--- src/rtl/sseg_iomem_if.sv ---
`default_nettype none
// ============================================================================
// Module   : sseg_iomem_if
// Purpose  : picosoc iomem bus bundle for the seven-segment controller.
// Revision : 1.0 - initial release
// ============================================================================
interface sseg_iomem_if;
    logic        iomem_valid;
    logic        iomem_ready;
    logic [3:0]  iomem_wstrb;
    logic [31:0] iomem_addr;
    logic [31:0] iomem_wdata;
    logic [31:0] iomem_rdata;

    modport master (
        output iomem_valid, iomem_wstrb, iomem_addr, iomem_wdata,
        input  iomem_ready, iomem_rdata
    );

    modport slave (
        input  iomem_valid, iomem_wstrb, iomem_addr, iomem_wdata,
        output iomem_ready, iomem_rdata
    );
endinterface
`default_nettype wire

--- src/rtl/sseg_iomem.sv ---
`default_nettype none
// ============================================================================
// Module   : sseg_iomem
// Purpose  : Memory-mapped 3-digit multiplexed seven-segment controller on
//            the picosoc iomem bus. Optional macro SSEG_DIM_EN adds a 4-bit
//            brightness register at offset 0xC.
// Revision : 1.0 - initial release
// ============================================================================
module sseg_iomem #(
    parameter logic [31:0] ADDR_BASE       = 32'h0300_0000,
    parameter int          TICKS_PER_DIGIT = 33333,
    parameter int          CNT_W           = 16
) (
    input  logic        clk,
    input  logic        resetn,
    sseg_iomem_if.slave bus,
    output logic [7:0]  ss,
    output logic [2:0]  ssen
);

    localparam logic [3:0]       c_OFS_DATA   = 4'h0;
    localparam logic [3:0]       c_OFS_CTRL   = 4'h4;
    localparam logic [3:0]       c_OFS_RAW    = 4'h8;
    localparam logic [CNT_W-1:0] c_CNT_LAST   = CNT_W'(TICKS_PER_DIGIT - 1);

    localparam logic [1:0] c_DIG0 = 2'd0;
    localparam logic [1:0] c_DIG1 = 2'd1;
    localparam logic [1:0] c_DIG2 = 2'd2;

    logic             r_ready;
    logic [31:0]      r_rdata;
    logic [14:0]      r_data;
    logic [1:0]       r_ctrl;
    logic [23:0]      r_raw;
    logic [14:0]      r_sh_data;
    logic [1:0]       r_sh_ctrl;
    logic [23:0]      r_sh_raw;
    logic [CNT_W-1:0] r_cnt;
    logic [1:0]       r_idx;
    logic [7:0]       r_ss;
    logic [2:0]       r_ssen;

    logic             w_sel;
    logic             w_accept;
    logic [3:0]       w_ofs;
    logic [3:0]       w_we;
    logic [31:0]      w_rdata;
    logic [3:0]       w_nib;
    logic             w_dp;
    logic [7:0]       w_raw_byte;
    logic [6:0]       w_seg;
    logic             w_lit;
    logic             w_unused;

    assign w_sel    = bus.iomem_valid && (bus.iomem_addr[31:4] == ADDR_BASE[31:4]);
    assign w_accept = w_sel && !r_ready;
    assign w_ofs    = bus.iomem_addr[3:0];
    assign w_we     = w_accept ? bus.iomem_wstrb : 4'h0;
    assign w_unused = &{1'b0, bus.iomem_wdata[31:24], bus.iomem_wdata[15]};

`ifdef SSEG_DIM_EN
    localparam logic [3:0] c_OFS_BRIGHT = 4'hC;
    logic [3:0] r_bright;
    logic [3:0] r_sh_bright;

    always_ff @(posedge clk or negedge resetn) begin
        if (!resetn) begin
            r_bright    <= 4'hF;
            r_sh_bright <= 4'hF;
        end else begin
            if (w_ofs == c_OFS_BRIGHT && w_we[0]) begin
                r_bright <= bus.iomem_wdata[3:0];
            end
            r_sh_bright <= r_bright;
        end
    end

    // Digit lit only during the first L+1 ticks of every 16-tick window.
    assign w_lit = (r_cnt != '0) && (4'(r_cnt) <= r_sh_bright);
`else
    assign w_lit = (r_cnt != '0);
`endif

    always_comb begin
        w_rdata = 32'h0;
        case (w_ofs)
            c_OFS_DATA:   w_rdata = {17'h0, r_data};
            c_OFS_CTRL:   w_rdata = {30'h0, r_ctrl};
            c_OFS_RAW:    w_rdata = {8'h0, r_raw};
`ifdef SSEG_DIM_EN
            c_OFS_BRIGHT: w_rdata = {28'h0, r_bright};
`endif
            default:      w_rdata = 32'h0;
        endcase
    end

    // Bus side: one-cycle ack, writes commit on the edge that raises ready.
    always_ff @(posedge clk or negedge resetn) begin
        if (!resetn) begin
            r_ready <= 1'b0;
            r_rdata <= 32'h0;
            r_data  <= 15'h0;
            r_ctrl  <= 2'b01;
            r_raw   <= 24'h0;
        end else begin
            r_ready <= w_accept;
            r_rdata <= w_accept ? w_rdata : 32'h0;
            if (w_ofs == c_OFS_DATA) begin
                if (w_we[0]) r_data[7:0]  <= bus.iomem_wdata[7:0];
                if (w_we[1]) r_data[14:8] <= bus.iomem_wdata[14:8];
            end
            if (w_ofs == c_OFS_CTRL && w_we[0]) begin
                r_ctrl <= bus.iomem_wdata[1:0];
            end
            if (w_ofs == c_OFS_RAW) begin
                if (w_we[0]) r_raw[7:0]   <= bus.iomem_wdata[7:0];
                if (w_we[1]) r_raw[15:8]  <= bus.iomem_wdata[15:8];
                if (w_we[2]) r_raw[23:16] <= bus.iomem_wdata[23:16];
            end
        end
    end

    // Display snapshot decouples bus commits from the output stage.
    always_ff @(posedge clk or negedge resetn) begin
        if (!resetn) begin
            r_sh_data <= 15'h0;
            r_sh_ctrl <= 2'b01;
            r_sh_raw  <= 24'h0;
        end else begin
            r_sh_data <= r_data;
            r_sh_ctrl <= r_ctrl;
            r_sh_raw  <= r_raw;
        end
    end

    always_ff @(posedge clk or negedge resetn) begin
        if (!resetn) begin
            r_cnt <= '0;
            r_idx <= c_DIG0;
        end else if (r_cnt == c_CNT_LAST) begin
            r_cnt <= '0;
            case (r_idx)
                c_DIG0:  r_idx <= c_DIG1;
                c_DIG1:  r_idx <= c_DIG2;
                default: r_idx <= c_DIG0;
            endcase
        end else begin
            r_cnt <= r_cnt + 1'b1;
        end
    end

    always_comb begin
        w_nib      = r_sh_data[3:0];
        w_dp       = r_sh_data[12];
        w_raw_byte = r_sh_raw[7:0];
        case (r_idx)
            c_DIG1: begin
                w_nib      = r_sh_data[7:4];
                w_dp       = r_sh_data[13];
                w_raw_byte = r_sh_raw[15:8];
            end
            c_DIG2: begin
                w_nib      = r_sh_data[11:8];
                w_dp       = r_sh_data[14];
                w_raw_byte = r_sh_raw[23:16];
            end
            default: ;
        endcase
    end

    always_comb begin
        w_seg = 7'h00;
        case (w_nib)
            4'h0: w_seg = 7'h3F;
            4'h1: w_seg = 7'h06;
            4'h2: w_seg = 7'h5B;
            4'h3: w_seg = 7'h4F;
            4'h4: w_seg = 7'h66;
            4'h5: w_seg = 7'h6D;
            4'h6: w_seg = 7'h7D;
            4'h7: w_seg = 7'h07;
            4'h8: w_seg = 7'h7F;
            4'h9: w_seg = 7'h6F;
            4'hA: w_seg = 7'h77;
            4'hB: w_seg = 7'h7C;
            4'hC: w_seg = 7'h39;
            4'hD: w_seg = 7'h5E;
            4'hE: w_seg = 7'h79;
            default: w_seg = 7'h71;
        endcase
    end

    always_ff @(posedge clk or negedge resetn) begin
        if (!resetn) begin
            r_ss   <= 8'hFF;
            r_ssen <= 3'b111;
        end else if (!r_sh_ctrl[0]) begin
            r_ss   <= 8'hFF;
            r_ssen <= 3'b111;
        end else begin
            r_ss   <= r_sh_ctrl[1] ? ~w_raw_byte : ~{w_dp, w_seg};
            r_ssen <= w_lit ? ~(3'b001 << r_idx) : 3'b111;
        end
    end

    assign bus.iomem_ready = r_ready;
    assign bus.iomem_rdata = r_rdata;
    assign ss              = r_ss;
    assign ssen            = r_ssen;

endmodule
`default_nettype wire

--- src/flat_wrapper.sv ---
// flat-port wrapper written by rule: the top's interface ports become plain ports
module sseg_iomem_flat 
#(
    parameter logic [31:0] ADDR_BASE       = 32'h0300_0000,
    parameter int          TICKS_PER_DIGIT = 33333,
    parameter int          CNT_W           = 16
)
  (clk, resetn, ss, ssen, bus_iomem_valid, bus_iomem_wstrb, bus_iomem_addr, bus_iomem_wdata, bus_iomem_ready, bus_iomem_rdata);
  sseg_iomem_if bus_i ();
  input  logic clk;
  input  logic resetn;
  output logic [7:0] ss;
  output logic [2:0] ssen;
  input wire logic [$bits(bus_i.iomem_valid)-1:0] bus_iomem_valid;
  input wire logic [$bits(bus_i.iomem_wstrb)-1:0] bus_iomem_wstrb;
  input wire logic [$bits(bus_i.iomem_addr)-1:0] bus_iomem_addr;
  input wire logic [$bits(bus_i.iomem_wdata)-1:0] bus_iomem_wdata;
  output wire logic [$bits(bus_i.iomem_ready)-1:0] bus_iomem_ready;
  output wire logic [$bits(bus_i.iomem_rdata)-1:0] bus_iomem_rdata;
  assign bus_i.iomem_valid = bus_iomem_valid;
  assign bus_i.iomem_wstrb = bus_iomem_wstrb;
  assign bus_i.iomem_addr = bus_iomem_addr;
  assign bus_i.iomem_wdata = bus_iomem_wdata;
  assign bus_iomem_ready = bus_i.iomem_ready;
  assign bus_iomem_rdata = bus_i.iomem_rdata;
  sseg_iomem #(.ADDR_BASE(ADDR_BASE), .TICKS_PER_DIGIT(TICKS_PER_DIGIT), .CNT_W(CNT_W)) u_core (.clk(clk), .resetn(resetn), .bus(bus_i), .ss(ss), .ssen(ssen));
endmodule
--- config.mk ---
export PLATFORM = sky130hd
export DESIGN_NAME = sseg_iomem_flat
export DESIGN_NICKNAME = d
export VERILOG_FILES = /design/src/rtl/sseg_iomem_if.sv /design/src/rtl/sseg_iomem.sv /design/src/flat_wrapper.sv
export SDC_FILE = /design/constraint.sdc
export NUM_CORES = 1
export LEC_CHECK = 0
export BUFFER_PORTS_ARGS = -buffer_cell sky130_fd_sc_hd__buf_4
export CORE_MARGIN = 5
export CORE_UTILIZATION = 45
export CTS_CLUSTER_DIAMETER = 50
export CTS_CLUSTER_SIZE = 40
export DETAILED_ROUTE_END_ITERATION = 10
export GPL_TIMING_DRIVEN = 0
export HOLD_SLACK_MARGIN = 0.06
export PLACE_DENSITY = 0.77
export SLEW_MARGIN = 20
export SYNTH_ARGS = -nofsm -noshare
export SYNTH_HDL_FRONTEND = slang
export SYNTH_SLANG_ARGS = --single-unit
--- constraint.sdc ---
create_clock -name clk -period 4.45 [get_ports clk]
set_input_delay 0.89 -clock clk [delete_from_list [all_inputs] [get_ports clk]]
set_output_delay 0.89 -clock clk [all_outputs]
set_load 0.02 [all_outputs]
==> results of run 1 <==
synthesized netlist by cell type, types with 2 or more instances:
library cell	n	area (sq um)
nand2_1	19	71.3
nor2b_1	4	25.0
inv_1	8	30.0
and3_1	4	25.0
a22o_1	2	17.5
mux2_4	8	120
a211oi_1	10	75.1
and2_1	11	68.8
dfstp_2	13	342
nor2_1	44	165
a21oi_1	9	45.0
mux2i_1	5	50.1
xor2_1	7	61.3
nand3_1	9	45.0
dfrtp_1	123	3080
a21o_1	2	15.0
buf_2	6	30.0
clkbuf_1	7	26.3
xnor2_1	7	61.3
a22oi_1	24	180
ha_1	12	150
o31ai_1	3	22.5
nor4_1	7	43.8
o21ai_0	4	20.0
nor4b_1	5	43.8
nor3_1	6	30.0
mux2_1	2	22.5
nand4_1	4	25.0
buf_4	11	82.6
mux2_2	33	372
worst max-delay path, stage by stage (launching register included):
cell      delay [ns]
dfrtp_1         0.38
inv_1           0.10
ha_1            0.28
clkbuf_1        0.25
mux2i_1         0.67
ha_1            0.28
o22ai_1         0.10
o311ai_0        0.51
cell type report:
cell class / count / area, sq um / share of cell area (%)
repair buffers: 97 / 756 / 10.8
clock inverters: 15 / 141 / 2.02
inverters: 8 / 30.0 / 0.428
multi-input cells: 260 / 1900 / 27.1
plain buffers: 26 / 158 / 2.25
clock buffers: 17 / 425 / 6.07
flip-flops and latches: 136 / 3420 / 48.8
well taps: 147 / 184 / 2.62
power by group through the flow:
| stage | combinational, W | clock [W] | sequential, W |
|---|---|---|---|
| floorplan | 0.0000186 | 0 | 0.00126 |
| global placement | 0.0000867 | 0 | 0.00126 |
| detailed placement | 0.0000932 | 0 | 0.00126 |
| CTS | 0.0000935 | 0.00135 | 0.00124 |
| global route | 0.000103 | 0.00140 | 0.00124 |
| finish | 0.0000924 | 0.00133 | 0.00124 |
registers in the layout, indices dropped and copies added, names as in the netlist:
signal	flops
u_core.bus.iomem_rdata	24
u_core.r_raw	24
u_core.r_idx	2
u_core.r_sh_raw	24
u_core.r_data	15
u_core.r_ctrl	2
u_core.r_sh_ctrl	2
u_core.bus.iomem_ready	1
u_core.ss	8
u_core.ssen	3
u_core.r_sh_data	15
u_core.r_cnt	16
layer usage:
| layer | vias up | wire length (um) |
|---|---|---|
| li1 | 1726 | - |
| met4 | 0 | 226 |
| met1 | 1822 | 5100 |
| met5 | - | 0 |
| met2 | 124 | 6040 |
| met3 | 23 | 733 |
per-stage QoR:
stage	std cells	power, W
6_report	706	0.00266
5_1_grt	706	0.00274
4_1_cts	706	0.00269
3_5_place_dp	674	0.00135
3_3_place_gp	673	0.00135
2_1_floorplan	430	0.00128
path summary, 6_finish.rpt:
kind,start,endpoint,depth (start not counted)
worst max-delay path,u_core.r_idx[0]$_DFFE_PN0N_,u_core.ss[0]$_DFF_PN1_,7
worst min-delay path,resetn,u_core.bus.iomem_rdata[20]$_DFF_PN0_,1
worst max register to register,u_core.r_idx[0]$_DFFE_PN0N_,u_core.ss[0]$_DFF_PN1_,7
worst min register to register,u_core.r_ctrl[0]$_DFFE_PN1P_,u_core.r_sh_ctrl[0]$_DFF_PN1_,0
max in group asynchronous,resetn,u_core.r_raw[13]$_DFFE_PN0P_,2
min in group clk,u_core.r_ctrl[0]$_DFFE_PN1P_,u_core.r_sh_ctrl[0]$_DFF_PN1_,0
cells by family after synthesis:
kind of cell | count (synthesis) | share of synthesized area (%)
XOR/XNOR | 14 | 2.24
adder cells (fa/ha/maj) | 12 | 2.74
AO/OA/AOI/OAI | 60 | 7.70
multiplexers | 48 | 10.3
flip-flops | 136 | 62.5
buffers and inverters | 34 | 3.43
other | 1 | 0.0685
AND/OR/NAND/NOR | 118 | 11.0
==> run_results.csv, run 1 <==
group,metric,value,unit
detailed_routing,vias,3695,
pwr,switchingPower,0.000601,W
global_route,gr-usage-met3,5.10,%
sta,slew_headroom,50.9,%
place,dpl_cell_area,6440,sq um
logic_synthesis,synth_cells,423,
logic_synthesis,ys.flop_type,"dfrtp_1",
global_route,use_met1,21.6,%
floorplan,dieHeight,120,um
floorplan,initial_core_util,45.8,%
sta,tightest_slew,0.716,ns
sta,worst_hold_slack,0.313,ns
pwr,combPwrFrac,3.5,%
critical_path,cp.required,4.71,ns
clocking,root_buffer,"clkbuf_16",
critical_path,critPathKind,"flip-flop to flip-flop",
clocking,clk_pin_slew_worst_paths,0.06,ns
detailed_routing,first_iter_violations,258,
critical_path,crit_path_start_kind,"flip-flop",
pwr,power_density,379,nW/um^2
place,dp_slack,1.65,ns
clocking,cts_buffer_depth,2,
place,dpl.hpwl,8.50,mm
logic_synthesis,synth_area,5470,sq um
layout,postLayoutCoreUtil,58.6,%
logic_synthesis,ys_async_sr_fraction,100,%
sta,period_minus_slack,2.72,ns
layout,fin_nets,629,
layout,postLayoutCellArea,7010,sq um
global_route,grt-ovfl-total,0,
layout,final_cell_mix,"dfrtp_1, buf_4, nor2_1",
global_route,antenna_found_initial,0,
pwr,clockPowerShare,50.0,%
detailed_routing,vias_per_cell,5.23,
place,routabilityCongestion,0.872,
floorplan,core,12000,sq um
global_route,grtUsageMet2,28.7,%
detailed_routing,wl_per_cell,17.1,um
layout,drive_gt1_share,36.7,%
worst_hold_path,hp-class,"primary input to asynchronous set/reset pin",
place,numPortBuffers,96,
floorplan,row_count,40,
logic_synthesis,ys_ff_latch,136,
pwr,p_leak,3.41,nW
global_route,grt_pass1_wl,19.7,mm
global_route,grt_max_degree,109,
critical_path,rrSetupSlack,1.73,ns
layout,diodes,0,
logic_synthesis,postSynthAreaPerCell,12.9,sq um
layout,syn_to_final_growth,28.1,%
clocking,worst_skew_pair.late_latency,0.42,ns
detailed_routing,dr.pass1.iters,5,
logic_synthesis,yosysSeqAreaShare,62.5,%
critical_path,cp_data_arrival_time,2.98,ns
sta,tns,0,ns
layout,layout.cells.most_common,"dfrtp_1",
sta,fin_skew,0.0141,ns
sta,setup_slack,1.73,ns
clocking,cts-htree-levels,4,
critical_path,end_kind,"flip-flop",
sta,finalCritPeriodShare,61.1,%
clocking,cts_resized,0,
global_route,grt_busiest_layer,"met2",
clocking,cts_tree,"yes",
sta,finalHoldViolCount,0,
pwr,ir_worst_vdd,243,uV
sta,grt_setup_unrepaired,"no",
run_status,status,"complete, no violations",
floorplan,die_area,14500,sq um
floorplan,die_x,120,um
critical_path,path_max_fanout,8,
detailed_routing,drc_errors,0,
clocking,numCtsBuffers,17,
global_route,grt_pass1_vias,3931,
logic_synthesis,yosys_warnings,0,
pwr,p_seq_share,46.5,%
clocking,cts_setup_buffers,0,
logic_synthesis,synth_cell_type_count,44,
logic_synthesis,synth_edf_count,0,
detailed_routing,ant_nets,0,
sta,setup_viol,0,
job,maxCapViolations,0,
clocking,hold_buffers,0,
floorplan,io_pins,115,
global_route,grt.total_usage,17.4,%
sta,slew_viol_final,0,
clocking,cts_sinks,136,
layout,fillers,935,
detailed_routing,wl,12.1,mm
pwr,switching_share,22.6,%
sta,max_freq,368,MHz
pwr,internal_power,0.00206,W
No activity file was read; power rests on OpenSTA's default activity.
==> run 2, diff against run 1 <==
--- a/config.mk
+++ b/config.mk
@@ -13,7 +13,7 @@
 export DETAILED_ROUTE_END_ITERATION = 10
 export GPL_TIMING_DRIVEN = 0
 export HOLD_SLACK_MARGIN = 0.06
-export PLACE_DENSITY = 0.77
+export PLACE_DENSITY = 0.79
 export SLEW_MARGIN = 20
 export SYNTH_ARGS = -nofsm -noshare
 export SYNTH_HDL_FRONTEND = slang
==> constraint.sdc (replaced) <==
create_clock -name clk -period 2.46 [get_ports clk]
set_input_delay 0.492 -clock clk [delete_from_list [all_inputs] [get_ports clk]]
set_output_delay 0.492 -clock clk [all_outputs]
set_load 0.02 [all_outputs]
==> run 2 against run 1 <==
Total power grew 86%. Register-to-register slack lost 1.6 ns. Cell count is the same. Critical path type unchanged.
==> run_results.csv, run 2 (synthesis gave the netlist of run 1 again) <==
group,metric,value,unit
sta,finalCritPeriodShare,94.0,%
sta,setup_slack,0.148,ns
layout,fillers,899,
pwr,switchingPower,0.000962,W
layout,syn_to_final_growth,29.2,%
critical_path,cp_data_arrival_time,2.64,ns
global_route,antenna_found_initial,0,
sta,max_freq,432,MHz
floorplan,io_pins,115,
sta,finalHoldViolCount,0,
floorplan,die_area,14500,sq um
sta,slew_headroom,41.2,%
pwr,switching_share,19.4,%
detailed_routing,dr.pass1.iters,4,
critical_path,reg2reg_from,"u_core.r_idx[0]$_DFFE_PN0N_",
pwr,clockPowerShare,51.3,%
worst_hold_path,hold_depth,2,
worst_hold_path,hp-start,"bus_iomem_wdata[14]",
floorplan,core,12000,sq um
critical_path,cp.required,2.79,ns
sta,fin_skew,0.0103,ns
place,dp_slack,-0.135,ns
place,routabilityCongestion,0.886,
floorplan,row_count,40,
layout,diodes,0,
clocking,clk_pin_slew_worst_paths,0.05,ns
place,dpl.hpwl,8.90,mm
layout,layout.cells.most_common,"dfrtp_1",
critical_path,r2r-end,"u_core.ss[2]$_DFF_PN1_",
global_route,grt.total_usage,17.8,%
sta,period_minus_slack,2.31,ns
global_route,grt_pass1_vias,4033,
floorplan,die_x,120,um
sta,setup_viol,0,
clocking,cts_setup_buffers,0,
run_status,status,"complete, no violations",
detailed_routing,vias,3751,
detailed_routing,first_iter_violations,290,
pwr,ir_worst_vdd,420,uV
critical_path,end_kind,"flip-flop",
pwr,internal_power,0.00399,W
pwr,power_density,700,nW/um^2
clocking,root_buffer,"clkbuf_16",
clocking,worst_skew_pair.late_latency,0.42,ns
floorplan,initial_core_util,45.8,%
pwr,p_leak,3.43,nW
critical_path,path_max_fanout,8,
layout,fin_nets,629,
detailed_routing,drc_errors,0,
clocking,cts_sinks,136,
layout,drive_gt1_share,36.1,%
pwr,combPwrFrac,3.4,%
clocking,cts_tree,"yes",
global_route,grt-ovfl-total,0,
layout,multiInputGateArea,1920,sq um
clocking,numCtsBuffers,17,
worst_hold_path,hp-class,"primary input to flip-flop",
layout,regArea,3420,sq um
critical_path,crit_path_start_kind,"flip-flop",
pwr,p_seq_share,45.2,%
worst_hold_path,whs_endpoint,"u_core.r_data[14]$_DFFE_PN0P_",
sta,slew_viol_final,0,
global_route,grt_pass1_wl,20.2,mm
detailed_routing,wl,12.4,mm
detailed_routing,vias_per_cell,5.31,
layout,final_cell_mix,"dfrtp_1, buf_4, nor2_1",
sta,grt_setup_unrepaired,"no",
critical_path,ff2ff_path_depth,8,
detailed_routing,wl_per_cell,17.5,um
job,maxCapViolations,0,
clocking,cts-htree-levels,4,
floorplan,dieHeight,120,um
global_route,grt_max_degree,87,
clocking,cts_buffer_depth,2,
layout,postLayoutCoreUtil,59.1,%
critical_path,rrSetupSlack,0.15,ns
detailed_routing,ant_nets,0,
place,numPortBuffers,96,
critical_path,critPathKind,"flip-flop to flip-flop",
sta,tightest_slew,0.874,ns
==> run 2: power by group through the flow <==
| stage | Clock [W] | Combinational (W) | Sequential, W |
|---|---|---|---|
| after floorplan | 0 | 0.0000337 | 0.00228 |
| after global placement | 0 | 0.000157 | 0.00228 |
| after detailed placement | 0 | 0.000169 | 0.00228 |
| after CTS | 0.00257 | 0.000171 | 0.00224 |
| after global routing | 0.00268 | 0.000187 | 0.00224 |
| final | 0.00254 | 0.000169 | 0.00224 |
==> run 2: worst max path at each step <==
| stage | end | slack [ns] | start |
|---|---|---|---|
| 6_report | u_core.ss[2]$_DFF_PN1_ | 0.15 | u_core.r_idx[0]$_DFFE_PN0N_ |
| 5_1_grt | u_core.ss[4]$_DFF_PN1_ | 0.002 | u_core.r_idx[0]$_DFFE_PN0N_ |
| 4_1_cts | u_core.ss[2]$_DFF_PN1_ | 0.02 | u_core.r_idx[0]$_DFFE_PN0N_ |
| 3_5_place_dp | u_core.ss[2]$_DFF_PN1_ | -0.13 | u_core.r_idx[0]$_DFFE_PN0N_ |
| 3_3_place_gp | u_core.ss[0]$_DFF_PN1_ | -0.05 | u_core.r_idx[0]$_DFFE_PN0N_ |
| 2_1_floorplan | u_core.ss[2]$_DFF_PN1_ | 0.25 | u_core.r_idx[0]$_DFFE_PN0N_ |
==> run 2: layout make-up <==
class,count,area share [%]
Tap cell,147,2.60
Inverter,8,0.425
Timing Repair Buffer,98,10.8
Sequential cell,136,48.4
Multi-Input combinational cell,260,27.2
Buffer,25,2.18
Clock buffer,24,6.81
Clock inverter,8,1.68
==> run 2: repair_timing <==
action,CTS,global route
hold endpoints to repair,39,0
hold buffers,1,0
setup endpoints to repair,5,7
gates resized for setup,2,3
==> run 2: worst max-delay path: stages, from the launching register on <==
cell and delay (ns):
dfrtp_1 0.37, inv_1 0.10, ha_1 0.50, mux2i_4 0.44, inv_1 0.08, ha_1 0.27, nor3_1 0.21, a21oi_1 0.06
a21oi_1 0.20
==> run 2: stage by stage <==
| step | cells | setup TNS [ns] | instance area (sq um) | hold slack [ns] | total power (W) |
|---|---|---|---|---|---|
| 2_1_floorplan | 430 | 0 | 5500 | 0.196 | 0.00231 |
| 5_1_grt | 706 | 0 | 7070 | 0.303 | 0.00510 |
| 3_5_place_dp | 674 | -0.472 | 6440 | 0.376 | 0.00245 |
| 4_1_cts | 707 | 0 | 7050 | 0.295 | 0.00498 |
| 6_report | 706 | 0 | 7070 | 0.307 | 0.00495 |
| 3_3_place_gp | 673 | -0.0483 | 6400 | 0.367 | 0.00244 |
==> run 2: per-layer routing <==
| metal | global-route usage [%] | wire, um |
|---|---|---|
| met1 | 22.0 | 5160 |
| met2 | 29.3 | 6230 |
| met3 | 5.80 | 775 |
| met4 | 6.52 | 197 |
| met5 | 0 | 0 |
